`src/rtl/seg_disp_ctrl.sv`:
```
// Seven-segment view sequencer: mirrors mode/op/matrix to the display
// driver, or shows a timed error countdown that ticks once per second.
//
// Ports:
//   clk, rst_n        clock, async active-low reset
//   sys_mode[1:0]     top-level mode (00 MENU .. 11 OPERATION)
//   op_sel_in[2:0]    selected operation code
//   matrix_id_in[3:0] current matrix number
//   err_start         pulse: load countdown from err_time (clamped)
//   err_time[7:0]     requested countdown seconds
//   err_clear         pulse: abort error view (no err_done)
//   mode_sel[1:0]     to driver; forced to 00 while in error view
//   op_sel[2:0]       to driver
//   countdown_val[7:0] to driver; seconds remaining
//   matrix_id_out[3:0] to driver
//   err_active        high while in error view
//   err_done          one-cycle pulse on natural expiry
module seg_disp_ctrl #(
  parameter int unsigned TICK_CYCLES = 100_000_000,
  parameter int unsigned MIN_T       = 5,
  parameter int unsigned MAX_T       = 15
) (
  input  logic       clk,
  input  logic       rst_n,
  input  logic [1:0] sys_mode,
  input  logic [2:0] op_sel_in,
  input  logic [3:0] matrix_id_in,
  input  logic       err_start,
  input  logic [7:0] err_time,
  input  logic       err_clear,
  output logic [1:0] mode_sel,
  output logic [2:0] op_sel,
  output logic [7:0] countdown_val,
  output logic [3:0] matrix_id_out,
  output logic       err_active,
  output logic       err_done
);

  localparam int unsigned PW =
    (TICK_CYCLES > 1) ? $clog2(TICK_CYCLES) : 1;
  localparam logic [PW-1:0] PMAX = PW'(TICK_CYCLES - 1);
  localparam logic [7:0] MINV = 8'(MIN_T);
  localparam logic [7:0] MAXV = 8'(MAX_T);

  typedef enum logic {
    NORMAL,
    ERR
  } state_t;

  state_t        state_q, state_d;
  logic [PW-1:0] presc_q, presc_d;
  logic [7:0]    cnt_q, cnt_d;
  logic [1:0]    mode_q, mode_d;
  logic [2:0]    op_q, op_d;
  logic [3:0]    mid_q, mid_d;
  logic          done_q, done_d;
  logic [7:0]    load_v;

  always_comb begin
    load_v = err_time;
    if (err_time < MINV) begin
      load_v = MINV;
    end else if (err_time > MAXV) begin
      load_v = MAXV;
    end
  end

  always_comb begin
    state_d = state_q;
    presc_d = presc_q;
    cnt_d   = cnt_q;
    mode_d  = sys_mode;
    op_d    = op_sel_in;
    mid_d   = matrix_id_in;
    done_d  = 1'b0;
    // A new start always wins over clear and over an expiry tick.
    if (err_start) begin
      state_d = ERR;
      presc_d = '0;
      cnt_d   = load_v;
      mode_d  = 2'b00;
    end else begin
      unique case (state_q)
        NORMAL: begin
          presc_d = '0;
          cnt_d   = '0;
        end
        ERR: begin
          if (err_clear) begin
            state_d = NORMAL;
            presc_d = '0;
            cnt_d   = '0;
          end else if (presc_q == PMAX) begin
            presc_d = '0;
            if (cnt_q <= 8'd1) begin
              state_d = NORMAL;
              cnt_d   = '0;
              done_d  = 1'b1;
            end else begin
              cnt_d  = cnt_q - 8'd1;
              mode_d = 2'b00;
            end
          end else begin
            presc_d = presc_q + 1'b1;
            mode_d  = 2'b00;
          end
        end
        default: begin
          state_d = NORMAL;
          presc_d = '0;
          cnt_d   = '0;
        end
      endcase
    end
  end

  always_ff @(posedge clk or negedge rst_n) begin
    if (!rst_n) begin
      state_q <= NORMAL;
      presc_q <= '0;
      cnt_q   <= '0;
      mode_q  <= '0;
      op_q    <= '0;
      mid_q   <= '0;
      done_q  <= 1'b0;
    end else begin
      state_q <= state_d;
      presc_q <= presc_d;
      cnt_q   <= cnt_d;
      mode_q  <= mode_d;
      op_q    <= op_d;
      mid_q   <= mid_d;
      done_q  <= done_d;
    end
  end

  assign mode_sel      = mode_q;
  assign op_sel        = op_q;
  assign countdown_val = cnt_q;
  assign matrix_id_out = mid_q;
  assign err_active    = (state_q == ERR);
  assign err_done      = done_q;

endmodule

```
`config.mk`:
```
export PLATFORM = sky130hd
export DESIGN_NAME = seg_disp_ctrl
export DESIGN_NICKNAME = d
export VERILOG_FILES = /design/src/rtl/seg_disp_ctrl.sv
export SDC_FILE = /design/constraint.sdc
export NUM_CORES = 1
export LEC_CHECK = 0
export BUFFER_PORTS_ARGS = -buffer_cell sky130_fd_sc_hd__buf_2
export CAP_MARGIN = 0
export CORE_ASPECT_RATIO = 2
export CORE_MARGIN = 2
export CORE_UTILIZATION = 40
export DETAILED_ROUTE_END_ITERATION = 8
export GPL_ROUTABILITY_DRIVEN = 0
export PLACE_DENSITY = 0.72
export SLEW_MARGIN = 20
export SYNTH_ARGS = -nofsm -noshare
export SYNTH_HDL_FRONTEND = slang
export SYNTH_SLANG_ARGS = --single-unit
```
`constraint.sdc`:
```
create_clock -name clk -period 2.6 [get_ports clk]
set_input_delay 0.13 -clock clk [delete_from_list [all_inputs] [get_ports clk]]
set_output_delay 0.13 -clock clk [all_outputs]
set_load 0.005 [all_outputs]
```
==> results.toml <==
[status]
outcome = "finished clean"

[grt]
met1_usage_pct = 17.0
grt_pass1_vias = 2095
grt_busiest_layer = "met2"
grt_max_degree = 47
grt_pass1_wl_um = 9380
grtUsageMet2_pct = 34.7
antenna_found_initial = 0
track_usage_pct = 18.6
met3_usage_pct = 3.66
gr-total-overflow = 0

[die]
die_x_um = 58.5
start_util_pct = 41.6
pin_count = 40
core_area_sq_um = 5710
die-area_sq_um = 6600
die_h_um = 113
rows = 39

[route]
totalWireLength_um = 5570
antenna_left = 0
drtIter0Drc = 77
vias = 2030
routed_via_density = 5.87
drc = 0
drtPass1Iterations = 4
wl_per_cell_um = 16.1

[logic_synthesis]
synth_common_cells = "dfrtp_1 (46), nor2_1 (16), a21oi_1 (13), nand2_1 (12), o31ai_1 (12)"
synth-async-reset-ratio_pct = 100
synth-seq-cells = 46
synth_area_leaders = "dfrtp_1 (49%), o31ai_1 (3.8%), or4_1 (3.5%)"
ys_seq_area_share_pct = 48.5
synthFlopType = "dfrtp_1"
syn_area_per_cell_sq_um = 10.1
ys_types = 49
yosysMostFrequentCell = "dfrtp_1"
synth_largest_area_cell = "dfrtp_1"
synth_nets = 258
synth_cells = 234
netlist_area_sq_um = 2370
yosys_warnings = 0
synth_edf_count = 0
synth_top_cell_area_share_pct = 48.5

[layout]
diodes = 0
multi_input_area_sq_um = 1160
fin_cells = 346
drive_above_1_share_pct = 24.6
nNetsFinal = 308
n_fill_cell = 506
regArea_sq_um = 1150
area_delta_synth_final_pct = 20.9
finalInstanceArea_sq_um = 2870

[placement]
io_buffers = 39
dp.cells = 330
placed_cell_area_sq_um = 2630
dp.final_hpwl_um = 4050
dp_slack_ns = 0.572

[worst_setup_path]
cp_max_fo = 12
crit_arrival_ns = 2.27
start_kind = "register"
cp-end-kind = "register"
critPathRequiredTime_ns = 2.82
crit_type = "register to register"

[clock_tree]
clk_transition_reported_paths_ns = 0.07
numCtsBuffers = 5
cts-htree-levels = 2
clkSinkCount = 46
clock_latency_ns = 0.30
cts_tree = "built"
root_buffer = "clkbuf_16"
clockBufferDepth = 2
cts-resized-gates = 0

[sta]
fin_crit_sh_pct = 78.8
finalSetupViolations = 0
fin_skew_ns = 0.00455
hold_viol_final = 0
relSlewSlack_pct = 60.9
fmax_mhz = 488
fin_crit_ns = 2.05
slew_viol_final = 0
rsz0062_at_grt = "false"
worst_slew_pin_slew_ns = 0.586
timing.final.ws_setup_ns = 0.552
tns_ns = 0

[flow_run]
cap_viol_max_count = 0

[pwr]
ir_worst_vdd_mv = 0.607
p_leak_nw = 1.15
p_per_area_nw_per_um2 = 530

[worst_hold_path]
hold_class = "input pin to register"
==> area by class of cell <==
type	instances	area share, %
Clock inverter	3	0.960
Multi-Input combinational cell	174	40.4
Inverter	6	0.785
Tap cell	61	2.66
Timing Repair Buffer	51	10.7
Sequential cell	46	40.1
Clock buffer	5	4.36
==> sequential cells by signal (all words and copies together) (netlist names) <==
| register | count |
|---|---|
| countdown_val | 8 |
| err_active | 1 |
| err_done | 1 |
| matrix_id_out | 4 |
| mode_sel | 2 |
| op_sel | 3 |
| presc_q | 27 |
==> worst max-delay path, cell delays in order, from the launching register on <==
cell,delay [ns]
dfrtp_1,0.40
ha_1,0.23
and4_1,0.23
nand2_1,0.24
or4_2,0.70
a21oi_1,0.16
==> final timing paths <==
check                      cells past startpoint                  from                         end  slack (ns)
setup / recovery                               5  presc_q[0]$_DFF_PN0_       presc_q[18]$_DFF_PN0_        0.55
hold / removal                                 3           sys_mode[1]       mode_sel[1]$_DFF_PN0_        0.05
setup reg to reg                               5  presc_q[0]$_DFF_PN0_       presc_q[18]$_DFF_PN0_        0.55
max in group asynchronous                      2                 rst_n       presc_q[15]$_DFF_PN0_        1.82
hold reg to reg                                1  presc_q[0]$_DFF_PN0_        presc_q[0]$_DFF_PN0_        0.50
min in group asynchronous                      2                 rst_n  matrix_id_out[0]$_DFF_PN0_        0.36
==> through the flow <==
stage	utilization [%]	hold slack, ns	power (W)
5_1_grt	50.2	0.0710	0.00158
3_3_place_gp	46.1	0.238	0.000856
6_report	50.2	0.0527	0.00152
2_1_floorplan	-	-0.166	0.000799
3_5_place_dp	46.1	0.240	0.000858
4_1_cts	50.0	0.0471	0.00153
==> cell usage in the layout, fill, tap and decap left out, drive strengths merged, types with 2 or more instances in the layout <==
cell | Yosys | layout
or4 | 15 | 15
o21ai | 10 | 10
nor3b | 2 | 2
nor3 | 3 | 3
buf | 4 | 43
and2 | 3 | 3
and3 | 4 | 4
o311ai | 3 | 3
nor2 | 16 | 16
or2 | 5 | 5
xor2 | 7 | 7
clkbuf | 4 | 5
mux2i | 2 | 2
nor4 | 6 | 6
dlygate4sd3 | 0 | 8
ha | 3 | 3
nand3 | 11 | 11
inv | 6 | 8
a21oi | 15 | 15
nand4 | 8 | 8
xnor2 | 6 | 6
o21a | 2 | 2
nand3b | 2 | 2
or3 | 7 | 7
dfrtp | 46 | 46
nor4b | 2 | 2
nand2 | 12 | 12
nand2b | 4 | 4
o31ai | 12 | 12
and4 | 4 | 4
==> layer usage <==
metal | vias up | part of all wire [%]
met5 | - | 0
met4 | 0 | 5.2
met3 | 21 | 3.4
met2 | 54 | 57
met1 | 977 | 34
li1 | 978 | -
==> power breakdown <==
group	switching, W	internal (W)
Sequential	0.0000118	0.000730
Combinational	0.0000610	0.0000505
Clock	0.000300	0.000367
Total	0.000372	0.00115
==> kinds of logic after synthesis <==
family | count (synthesis) | synth area share [%]
mux | 3 | 1.32
simple gates | 107 | 27.7
fa+ha+maj | 3 | 1.58
buf+inv | 14 | 2.69
compound gates | 48 | 13.4
xor+xnor | 13 | 4.80
flops | 46 | 48.5
==> what timing repair did <==
action	CTS	global route
buffers inserted	0	0
endpoints found under the hold margin	7	46
hold buffers	7	1
Power figures use the tool's default switching activity.
